==> src/rtl/uart2wifi_pkg.sv <==
// Shared types and constants for the WiFi bring-up sequencer: FSM states,
// ASCII codes and the AT command ROM.
package uart2wifi_pkg;

  typedef enum logic [2:0] {
    ST_IDLE,
    ST_SEND,
    ST_WAIT_OK,
    ST_DONE,
    ST_ERROR
  } at_state_t;

  localparam logic [7:0] ASCII_O  = 8'h4F;
  localparam logic [7:0] ASCII_K  = 8'h4B;
  localparam logic [7:0] ASCII_LF = 8'h0A;
  localparam logic [7:0] ASCII_CR = 8'h0D;

  localparam int unsigned ROM_DEPTH_C = 32;
  localparam int unsigned NUM_CMDS_C  = 2;

  // "AT\r\n" then "AT+CWMODE=1\r\n"; each command ends in LF, unused tail is zero.
  localparam logic [7:0] CMD_ROM [ROM_DEPTH_C] = '{
    8'h41, 8'h54, ASCII_CR, ASCII_LF,
    8'h41, 8'h54, 8'h2B, 8'h43, 8'h57, 8'h4D, 8'h4F, 8'h44, 8'h45, 8'h3D, 8'h31,
    ASCII_CR, ASCII_LF,
    8'h00, 8'h00, 8'h00, 8'h00, 8'h00, 8'h00, 8'h00, 8'h00,
    8'h00, 8'h00, 8'h00, 8'h00, 8'h00, 8'h00, 8'h00
  };

endpackage

==> src/rtl/at_cmd_sequencer_debouncer.sv <==
// Switch conditioning: 2-flop synchroniser, stability counter and a
// single-cycle press pulse on the debounced 0->1 transition.
module switch_debouncer #(
  parameter logic [15:0] DEBOUNCE_CYCLES = 16'd50000
) (
  input  logic clk_i,
  input  logic rst_i,
  input  logic switch_i,
  output logic press_o
);

  logic        sync1_q, sync2_q;
  logic        level_q, level_d;
  logic        press_q, press_d;
  logic [15:0] cnt_q, cnt_d;

  always_comb begin
    level_d = level_q;
    cnt_d   = cnt_q;
    press_d = 1'b0;
    if (sync2_q == level_q) begin
      cnt_d = '0;
    end else if (cnt_q == DEBOUNCE_CYCLES - 16'd1) begin
      level_d = sync2_q;
      cnt_d   = '0;
      press_d = sync2_q;
    end else begin
      cnt_d = cnt_q + 16'd1;
    end
  end

  always_ff @(posedge clk_i or posedge rst_i) begin
    if (rst_i) begin
      sync1_q <= 1'b0;
      sync2_q <= 1'b0;
      level_q <= 1'b0;
      press_q <= 1'b0;
      cnt_q   <= '0;
    end else begin
      sync1_q <= switch_i;
      sync2_q <= sync1_q;
      level_q <= level_d;
      press_q <= press_d;
      cnt_q   <= cnt_d;
    end
  end

  assign press_o = press_q;

endmodule

==> src/rtl/at_cmd_sequencer.sv <==
// Streams the AT command ROM into the UART TX and waits for "OK" on the RX
// stream after each command; reports DONE on board_led0, timeouts on error.
module at_cmd_sequencer
  import uart2wifi_pkg::*;
#(
  parameter logic [15:0] DEBOUNCE_CYCLES = 16'd50000,
  parameter logic [31:0] TIMEOUT_CYCLES  = 32'd50_000_000,
  parameter int unsigned NUM_CMDS        = NUM_CMDS_C,
  parameter int unsigned ROM_DEPTH       = ROM_DEPTH_C
) (
  input  logic       clk,
  input  logic       rst,
  input  logic       switch_in,
  output logic [7:0] tx_data,
  output logic       tx_valid,
  input  logic       tx_ready,
  input  logic [7:0] rx_data,
  input  logic       rx_valid,
  output logic       busy,
  output logic       error,
  output logic       board_led0
);

  localparam int unsigned PTR_W = $clog2(ROM_DEPTH);
  localparam int unsigned CMD_W = (NUM_CMDS > 1) ? $clog2(NUM_CMDS) : 1;
  localparam logic [CMD_W-1:0] LAST_CMD = CMD_W'(NUM_CMDS - 1);

  at_state_t         state_q, state_d;
  logic [PTR_W-1:0]  ptr_q, ptr_d;
  logic [CMD_W-1:0]  cmd_q, cmd_d;
  logic              match_q, match_d;
  logic [31:0]       tmo_q, tmo_d;
  logic              press;
  logic              ok;
  logic [7:0]        rom_byte;

  switch_debouncer #(
    .DEBOUNCE_CYCLES(DEBOUNCE_CYCLES)
  ) u_debouncer (
    .clk_i   (clk),
    .rst_i   (rst),
    .switch_i(switch_in),
    .press_o (press)
  );

  assign rom_byte = CMD_ROM[ptr_q];

  always_comb begin
    state_d = state_q;
    ptr_d   = ptr_q;
    cmd_d   = cmd_q;
    match_d = match_q;
    tmo_d   = tmo_q;
    ok      = 1'b0;
    case (state_q)
      ST_IDLE, ST_DONE, ST_ERROR: begin
        if (press) begin
          state_d = ST_SEND;
          ptr_d   = '0;
          cmd_d   = '0;
        end
      end
      ST_SEND: begin
        if (tx_ready) begin
          ptr_d = ptr_q + 1'b1;
          if (rom_byte == ASCII_LF) begin
            state_d = ST_WAIT_OK;
            match_d = 1'b0;
            tmo_d   = '0;
          end
        end
      end
      ST_WAIT_OK: begin
        ok = rx_valid && (rx_data == ASCII_K) && match_q;
        if (rx_valid) begin
          match_d = (rx_data == ASCII_O);
        end
        // OK on the expiry cycle still counts as success.
        if (ok) begin
          cmd_d   = cmd_q + 1'b1;
          state_d = (cmd_q == LAST_CMD) ? ST_DONE : ST_SEND;
        end else if (tmo_q == TIMEOUT_CYCLES - 32'd1) begin
          state_d = ST_ERROR;
        end else begin
          tmo_d = tmo_q + 32'd1;
        end
      end
      default: state_d = ST_IDLE;
    endcase
  end

  always_ff @(posedge clk or posedge rst) begin
    if (rst) begin
      state_q <= ST_IDLE;
      ptr_q   <= '0;
      cmd_q   <= '0;
      match_q <= 1'b0;
      tmo_q   <= '0;
    end else begin
      state_q <= state_d;
      ptr_q   <= ptr_d;
      cmd_q   <= cmd_d;
      match_q <= match_d;
      tmo_q   <= tmo_d;
    end
  end

  // Outputs decode the state register only, so reset clears them at once.
  assign tx_valid   = (state_q == ST_SEND);
  assign tx_data    = tx_valid ? rom_byte : 8'h00;
  assign busy       = (state_q == ST_SEND) || (state_q == ST_WAIT_OK);
  assign error      = (state_q == ST_ERROR);
  assign board_led0 = (state_q == ST_DONE);

endmodule

==> config.mk <==
export PLATFORM = sky130hd
export DESIGN_NAME = at_cmd_sequencer
export DESIGN_NICKNAME = d
export VERILOG_FILES = /design/src/rtl/uart2wifi_pkg.sv /design/src/rtl/at_cmd_sequencer_debouncer.sv /design/src/rtl/at_cmd_sequencer.sv
export SDC_FILE = /design/constraint.sdc
export NUM_CORES = 1
export LEC_CHECK = 0
export ABC_AREA = 1
export ABC_CLOCK_PERIOD_IN_PS = 3000
export CAP_MARGIN = 25
export CORE_UTILIZATION = 60
export CTS_BUF_LIST = sky130_fd_sc_hd__clkbuf_16
export CTS_CLUSTER_DIAMETER = 80
export DETAILED_ROUTE_END_ITERATION = 7
export PLACE_DENSITY = 0.86
export SYNTH_ARGS = -nofsm -noshare
export SYNTH_HDL_FRONTEND = slang
export SYNTH_SLANG_ARGS = --single-unit
==> constraint.sdc <==
create_clock -name clk -period 3 [get_ports clk]
set_input_delay 0.3 -clock clk [delete_from_list [all_inputs] [get_ports clk]]
set_output_delay 0.3 -clock clk [all_outputs]
set_load 0.005 [all_outputs]
* Word level (Yosys, flattened, before mapping)
Memories as Yosys holds them, arrays and structs flattened.
Cells that the tools add are included.
** Cells by class
- Bitwise logic cells :: 2
- Eq/ne operators :: 18
- $add $sub $neg :: 4
- Muxes and demuxes :: 29
- Order comparisons :: 1
- Reduce and logical (&&, ||, !) cells :: 14
** Operators by type and width (number)
- $mux W32 :: 4
- $pmux W32 S2 :: 1
- $add A32 B1 Y32 const B :: 1
- $eq A32 B26 Y1 const B :: 1
- $mux W16 :: 2
- $mux W8 :: 3
- $add A16 B1 Y16 const B :: 1
- $eq A16 B16 Y1 const B :: 1
- $eq A8 B7 Y1 const B :: 2
- $mux W3 :: 5
- $mux W5 :: 2
- $pmux W5 S2 :: 1
- $pmux W3 S3 :: 1
- $eq A8 B4 Y1 const B :: 1
- $ne A2 B2 Y1 const B :: 4
- $reduce_and A4 Y1 :: 2
- $mux W1 :: 7
- $eq A3 B2 Y1 const B :: 2
- $ge A6 B6 Y1 const B :: 1
- $ne A2 B1 Y1 const B :: 3
- $not A5 Y6 :: 1
- $reduce_and A3 Y1 :: 2
- $reduce_bool A2 Y1 :: 3
- $add A5 B1 Y5 const B :: 1
- 14 further kinds :: 16
** Storage, ports and cells
- Output and inout bits :: 12
- Bits in read-only memories :: 256
- Bits in registers :: 62
- Memories :: 1
** Memories
- (name not given) :: words 32, width 8, rd ports 1, clocked after Yosys merged registers in 0, write ports 0, RTL line at_cmd_sequencer.sv:46 : assign rom_byte = CMD_ROM[ptr_q];

* Logic depth before layout (Yosys ltp)
Gate-level depths: netlist of the first run.
- Depth in word-level cells :: 8
- Depth in mapped cells :: 14
- Mapped depth without buffers :: 14

* Cells and area by module
Synthesis of the first run repeated with hierarchy kept, for this count alone.
** Unflattened totals
- Cells, all modules :: 688
- Area total of the unflattened synthesis :: 4491.8 µm²
** By module, submodules not included
- at_cmd_sequencer :: cells each 563, times used 1, area each 3438.3 µm²
- switch_debouncer :: cells each 125, times used 1, area each 1053.5 µm²

* Least setup slack after synthesis of the first run
OpenSTA, ideal clock, no wires.
- Path type :: reg2reg
- Start point :: reg ptr_q[0]
- End point :: reg tmo_q[4]
- Path buffers :: 1
- Required time :: 2.879 ns
- Slack :: 1.196 ns
- Arrival :: 1.683 ns
- Clock period less this slack :: 1.804 ns
- Stages on the path, launching flop included :: 13
- Path through :: dfrtp_1 > inv_1 > ha_1 > inv_1 > nand2_1 > nand2_1 > nand2_1 > nand2_1 > a21oi_4 > nand4_4 > buf_6 > nand3_2 > nand2_1
** Between the ends
- Longest elaborated chain between the ends :: 7
** RTL lines
- from (decl) :: RTL line at_cmd_sequencer.sv:29 : logic [PTR_W-1:0] ptr_q, ptr_d;
- from (signal assigned) :: RTL line at_cmd_sequencer.sv:101 : ptr_q <= ptr_d;
- $not A5 Y6 (not written as such) :: RTL line at_cmd_sequencer.sv:46
- $mem_v2 Z32 W8
- $mux W8 (not written as such) (2 in a row) :: RTL line at_cmd_sequencer.sv:46
- $eq A8 B4 Y1 :: RTL line at_cmd_sequencer.sv:66 : if (rom_byte == ASCII_LF) begin
- $ne A2 B1 Y1 (no source line)
- $reduce_and A5 Y1 (no source line)
- to (signal assigned) :: RTL line at_cmd_sequencer.sv:104 : tmo_q <= tmo_d;
- to (decl) :: RTL line at_cmd_sequencer.sv:32 : logic [31:0] tmo_q, tmo_d;
Every way passes these cells. The select of a mux whose other input is x is not followed.
A chain may end at the register's enable or synchronous reset.

* Worst setup path in the final report of the first run
- Start point :: reg ptr_q[0]
- End point :: out tx_data[3]
** Between the ends
- Longest elaborated chain between the ends :: 5
** RTL lines
- $not A5 Y6 (not written as such) :: RTL line at_cmd_sequencer.sv:46
- $mem_v2 Z32 W8
- $mux W8 (not written as such) (2 in a row) :: RTL line at_cmd_sequencer.sv:46
- $mux W8 :: RTL line at_cmd_sequencer.sv:110 : assign tx_data = tx_valid ? rom_byte : 8'h00;
- to (decl) :: RTL line at_cmd_sequencer.sv:14 : output logic [7:0] tx_data,
Every way passes these cells. The select of a mux whose other input is x is not followed.

==> flow_metrics.py, run 1 <==
metrics = {
    "synth": {
        "yosysSeqAreaShare": 0.348,
        "synth_top_area_cell": "dfrtp_1",
        "yosysWarnings": 0,
        "syn-num-nets": 622,
        "synth.distinct_cells": 43,
        "yosysTopAreaCellShare": 0.348,
        "synth_cells": 599,
        "ys_seq_elements": 62,
        "synth_area_mm2": 0.00446,
        "yosys-top-cells-area": "dfrtp_1, nand2_1, nand3_2",
        "synth.avg_cell_area_um2": 7.44,
    },
    "setup_path": {
        "cp.arrival_ps": 2470,
        "r2r_setup_slack_ps": 720,
        "cp_max_fo": 7,
        "cp_common_cell": "nand2_1",
        "path_buf_inv": 4,
        "r2r-end": "tmo_q[30]",
        "crit_chain": "inv_1 -> ha_1 -> inv_1 -> nand2_1 -> nand2_1 -> nand2_1 -> nand2_1 -> a21oi_4 -> inv_1 -> nor2_1 -> clkdlybuf4s50_1",
        "crit_start": "ptr_q[0]",
        "end_kind": "primary output",
        "regToRegStartpoint": "ptr_q[0]",
        "critPathKind": "register to primary output",
        "cp_slowest_cell": "clkdlybuf4s50_1",
        "setup.worst_path.start_class": "register",
        "rr_worst_depth": 11,
        "required_ps": 2700,
        "cp_top_family": "buffers and inverters",
        "slowest_delay_ps": 510,
    },
    "pwr": {
        "p_per_area_mw_per_mm2": 634,
        "p_leak_uw": 0.00232,
        "switching_share": 0.378,
        "comb_power_share": 0.352,
        "pwr-share-seq": 0.328,
        "intPower_uw": 1970,
        "p_switching_uw": 1190,
        "clkPwrFrac": 0.320,
        "peakVddDrop_v": 0.000371,
    },
    "cells_and_area": {
        "fin_nets": 643,
        "final_cells": 724,
        "area_growth_pct": 11.9,
        "num_antenna_cells": 0,
        "fin_area_mm2": 0.00499,
        "drive_gt1_frac": 0.144,
        "fin_util": 0.691,
    },
    "timing": {
        "rsz0062_at_grt": "false",
        "fin_crit_sh": 0.925,
        "finalSetupViolations": 0,
        "layout_min_cycle_time_ps": 2770,
        "hold_violations": 0,
        "finalClockSkew_ps": 5.22,
        "setup_slack_ps": 226,
        "slew_headroom": 0.468,
        "setup_tns_ps": 0,
        "clock.fmax_mhz": 361,
        "maxSlewViolCount": 0,
        "tightest_slew_ps": 798,
    },
    "global_routing": {
        "grt_use_met2": 0.476,
        "antenna_found_initial": 0,
        "grt_pass1_wl_mm": 16.9,
        "grt_max_degree": 39,
        "grt_overflow": 0,
        "busiest_layer": "met2",
        "grt_pass1_vias": 3756,
        "met3_usage": 0.0518,
        "use_met1": 0.360,
        "globalRouteTotalUtil": 0.282,
    },
    "place": {
        "io_buffers": 23,
        "dp.final_hpwl_mm": 7.12,
        "postPlaceCellArea_mm2": 0.00470,
        "placed_cells": 708,
        "place_ws_ps": 584,
        "place_congestion": 0.923,
    },
    "floorplan": {
        "die_h_um": 88.2,
        "io_pins": 25,
        "die_w_um": 88.2,
        "start_util": 0.618,
        "rows": 31,
        "core_mm2": 0.00721,
        "fp.dieArea_mm2": 0.00778,
    },
    "min_path": {
        "whs_endpoint": "u_debouncer.sync2_q",
        "min_delay_path_depth": 0,
        "hp-start": "u_debouncer.sync1_q",
        "hold_path_class": "register to register",
    },
    "clocking": {
        "cts_tree": "yes",
        "cts_max_path_buffers": 2,
        "cts_setup_buffers": 0,
        "cts_htree_levels": 3,
        "clock-sinks": 62,
        "cts-root-buf": "clkbuf_16",
        "cts_resized": 0,
        "clk_pin_slew_ps": 50,
        "cts_hold_buf": 0,
        "insertion_delay_ps": 330,
        "numCtsBuffers": 9,
    },
    "routing": {
        "dr.pass1.iters": 5,
        "routed_via_density": 5.57,
        "drt-wirelength-per-cell_um": 13.9,
        "drc_errors": 0,
        "vias": 4030,
        "totalWireLength_mm": 10.0,
        "drt_iter0_drc": 411,
        "ant_nets": 0,
    },
    "outcome": {
        "outcome": "finished clean",
    },
    "flow_run": {
        "maxCapViolations": 0,
    },
}
[synthesized netlist by cell type (all sizes together)]
| cell type | count |
|---|---|
| or2 | 5 |
| conb | 1 |
| o31ai | 1 |
| nand2 | 186 |
| nor4 | 4 |
| nand3b | 3 |
| o22ai | 2 |
| nor3 | 22 |
| nand3 | 76 |
| nor2 | 85 |
| o21bai | 1 |
| nand4 | 16 |
| o21a | 1 |
| ha | 10 |
| o211ai | 1 |
| o21ai | 8 |
| xor2 | 20 |
| a21oi | 11 |
| nor3b | 3 |
| clkbuf | 1 |
| buf | 15 |
| dfrtp | 62 |
| inv | 61 |
| xnor2 | 4 |
[area by class of cell]
cell class                      count  area (um^2)
Fill cell                         573         2230
Multi-Input combinational cell    460         2540
Sequential cell                    62         1550
Inverter                           61          231
Timing Repair Buffer               26          253
Clock inverter                      7         66.3
Clock buffer                        9          225
Tap cell                           99          124
[power groups by stage]
| stage | clock [uW] | combinational, uW | sequential (uW) |
|---|---|---|---|
| 2_1_floorplan | 0 | 861 | 1000 |
| 3_3_place_gp | 0 | 1060 | 1040 |
| 3_5_place_dp | 0 | 1110 | 1050 |
| 4_1_cts | 1020 | 1120 | 1030 |
| 5_1_grt | 1060 | 1260 | 1050 |
| 6_report | 1010 | 1110 | 1040 |
[sequential cells by signal (all words and copies together) (netlist names)]
register,cells
u_debouncer.level_q,1
u_debouncer.press_o,1
cmd_q,1
ptr_q,5
match_q,1
state_q,3
u_debouncer.sync1_q,1
u_debouncer.sync2_q,1
u_debouncer.cnt_q,16
tmo_q,32
[how the worst max path moves through the flow]
stage	cells past startpoint	to	slack (ps)
CTS	11	tx_data[3]	230
finish	11	tx_data[3]	230
global placement	11	tx_data[3]	730
floorplan	1	cmd_q	1160
global route	11	tx_data[3]	50
detailed placement	11	tx_data[3]	580
[logic make-up (layout without fill, tap and decap cells)]
| family | after synthesis | count (layout) | share of synthesized area |
|---|---|---|---|
| fa+ha+maj | 10 | 10 | 0.0281 |
| xor+xnor | 24 | 24 | 0.0472 |
| compound gates | 25 | 25 | 0.0351 |
| flops | 62 | 62 | 0.348 |
| buf+inv | 77 | 103 | 0.0825 |
| simple gates | 400 | 400 | 0.458 |
| other cells | 1 | 1 | 0.000841 |
[worst reg2reg max path: stages, from the launching register on]
cell and delay, ps:
dfrtp_1 460, inv_1 160, ha_1 360, nand2_1 90, nand2_1 90, nand2_1 70
nor2_1 120, nor2_2 80, nand4_4 90, buf_4 440, nand3_1 170, nand2_1 100
[metrics by stage]
stage | total power, uW | hold WS (ps)
after floorplan | 1860 | 331
after global placement | 2100 | 364
after detailed placement | 2150 | 345
after CTS | 3170 | 357
after global routing | 3370 | 367
final | 3160 | 354
[placed cells by master, fill, tap and decap left out, types with 3 or more instances in the layout]
master             n
buf_4              3
nand2_1          177
nor4_1             4
a21oi_1            8
clkdlybuf4s50_1   23
clkbuf_16          9
o21ai_0            7
nand4_1           15
nand3_2           32
nand3_1           43
nand3b_1           3
or2_2              4
nor2_4             4
nor2_1            74
nor2_2             6
nor3b_1            3
dfrtp_1           62
nand2_2            6
ha_1              10
xnor2_1            4
nor3_1            17
inv_1             55
inv_2              6
xor2_1            20
nor3_2             3
[per-layer routing]
layer / routed length (um) / vias to the layer above / share of wire
li1: - / 1959 / -
met1: 4300 / 1893 / 0.43
met2: 4960 / 146 / 0.49
met3: 523 / 32 / 0.052
met4: 249 / 0 / 0.025
met5: 0 / - / 0
(Power assumes the default switching activity.)
==> inputs of run 2 (changes only) <==
GPL_TIMING_DRIVEN = 0   (was default)
==> flow_metrics.py, run 2 (synthesized netlist as in run 1, its figures left out) <==
metrics = {
    "setup_path": {
        "slowest_delay_ps": 500,
        "cp.arrival_ps": 2460,
        "critPathKind": "register to primary output",
        "cp_slowest_cell": "clkdlybuf4s50_1",
        "cp_top_family": "buffers and inverters",
        "cp_max_fo": 7,
        "crit_chain": "inv_1 -> ha_1 -> inv_1 -> nand2_1 -> nand2_1 -> nand2_1 -> nand2_1 -> a21oi_4 -> inv_1 -> nor2_1 -> clkdlybuf4s50_1",
        "setup.worst_path.start_class": "register",
        "required_ps": 2700,
        "cp_common_cell": "nand2_1",
        "path_buf_inv": 4,
        "end_kind": "primary output",
    },
    "pwr": {
        "p_leak_uw": 0.00242,
        "p_total_uw": 3300,
        "p_per_area_mw_per_mm2": 642,
        "peakVddDrop_v": 0.000434,
    },
    "routing": {
        "routed_via_density": 5.46,
        "drt_iter0_drc": 320,
        "dr.pass1.iters": 5,
        "drc_errors": 0,
        "totalWireLength_mm": 10.2,
        "drt-wirelength-per-cell_um": 13.8,
        "ant_nets": 0,
        "vias": 4027,
    },
    "timing": {
        "setup_slack_ps": 241,
        "hold_violations": 0,
        "rsz0062_at_grt": "false",
        "layout_min_cycle_time_ps": 2760,
        "finalSetupViolations": 0,
        "finalClockSkew_ps": 6.22,
        "holdWs_ps": 316,
        "maxSlewViolCount": 0,
        "setup_tns_ps": 0,
        "slew_headroom": 0.515,
        "clock.fmax_mhz": 362,
        "fin_crit_sh": 0.920,
        "tightest_slew_ps": 722,
    },
    "cells_and_area": {
        "regMostFlops": "tmo_q",
        "n_fill_cell": 592,
        "register_area_mm2": 0.00155,
        "fin_nets": 657,
        "multi_input_area_mm2": 0.00254,
        "top_regs": "tmo_q x32, u_debouncer.cnt_q x16, ptr_q x5",
        "largest_reg_flops": 32,
        "area_growth_pct": 15.2,
        "final_cell_mix": "nand2_1, nor2_1, dfrtp_1",
        "final_common_cell": "nand2_1",
        "num_antenna_cells": 0,
        "drive_gt1_frac": 0.158,
    },
    "place": {
        "dp.final_hpwl_mm": 7.31,
        "place_ws_ps": 589,
        "io_buffers": 23,
        "place_congestion": 0.986,
    },
    "floorplan": {
        "core_mm2": 0.00721,
        "fp.dieArea_mm2": 0.00778,
        "io_pins": 25,
        "rows": 31,
        "die_w_um": 88.2,
        "start_util": 0.618,
        "die_h_um": 88.2,
    },
    "clocking": {
        "cts_max_path_buffers": 2,
        "cts_tree": "yes",
        "numCtsBuffers": 9,
        "clk_pin_slew_ps": 50,
        "cts_resized": 0,
        "insertion_delay_ps": 330,
        "cts_setup_buffers": 0,
        "clock-sinks": 62,
        "cts_hold_buf": 0,
        "cts_htree_levels": 3,
        "cts-root-buf": "clkbuf_16",
    },
    "flow_run": {
        "maxCapViolations": 0,
    },
    "outcome": {
        "outcome": "finished clean",
    },
    "global_routing": {
        "grt_overflow": 0,
        "globalRouteTotalUtil": 0.282,
        "grt_max_degree": 44,
        "grt_pass1_vias": 3705,
        "antenna_found_initial": 0,
        "grt_pass1_wl_mm": 16.9,
    },
    "min_path": {
        "hold_path_class": "input pin to async pin",
    },
}
-- run 2: final cells by class --
class,instances,share of cell area
multi-input combinational,460,0.494
sequential,62,0.302
timing repair buffer,24,0.0487
inverter,61,0.0451
clock buffer,9,0.0438
buffer,16,0.0266
tap,99,0.0241
clock inverter,7,0.0156
-- run 2: final timing paths --
check | from | endpoint | slack (ps) | cells after the start
max | ptr_q[1] | tx_data[3] | 240 | 11
min | rst | ptr_q[1] | 320 | 2
max reg2reg | ptr_q[1] | tmo_q[8] | 870 | 12
min reg2reg | u_debouncer.sync1_q | u_debouncer.sync2_q | 350 | 0
max in group asynchronous | rst | u_debouncer.sync2_q | 2090 | 3
min in group clk | u_debouncer.sync1_q | u_debouncer.sync2_q | 350 | 0
-- run 2: metrics by stage --
step | instance area (um^2) | cells | util
6_report | 5140 | 738 | 0.712
3_5_place_dp | 4830 | 722 | 0.670
2_1_floorplan | 4460 | 599 | -
5_1_grt | 5140 | 738 | 0.712
3_3_place_gp | 4810 | 721 | 0.667
4_1_cts | 5140 | 738 | 0.712
-- run 2: per-layer routing --
metal,track usage,share of wire,vias to the layer above
li1,-,-,1993
met1,0.373,0.44,1879
met2,0.467,0.49,135
met3,0.0518,0.055,20
met4,0.0924,0.015,0
met5,0,0,-
-- run 2: report_power, final --
part           internal, uW  total (uW)  switching [uW]
Combinational           479        1220             737
Sequential              912        1010            97.8
Clock                   713        1070             357
Total                  2100        3300            1190
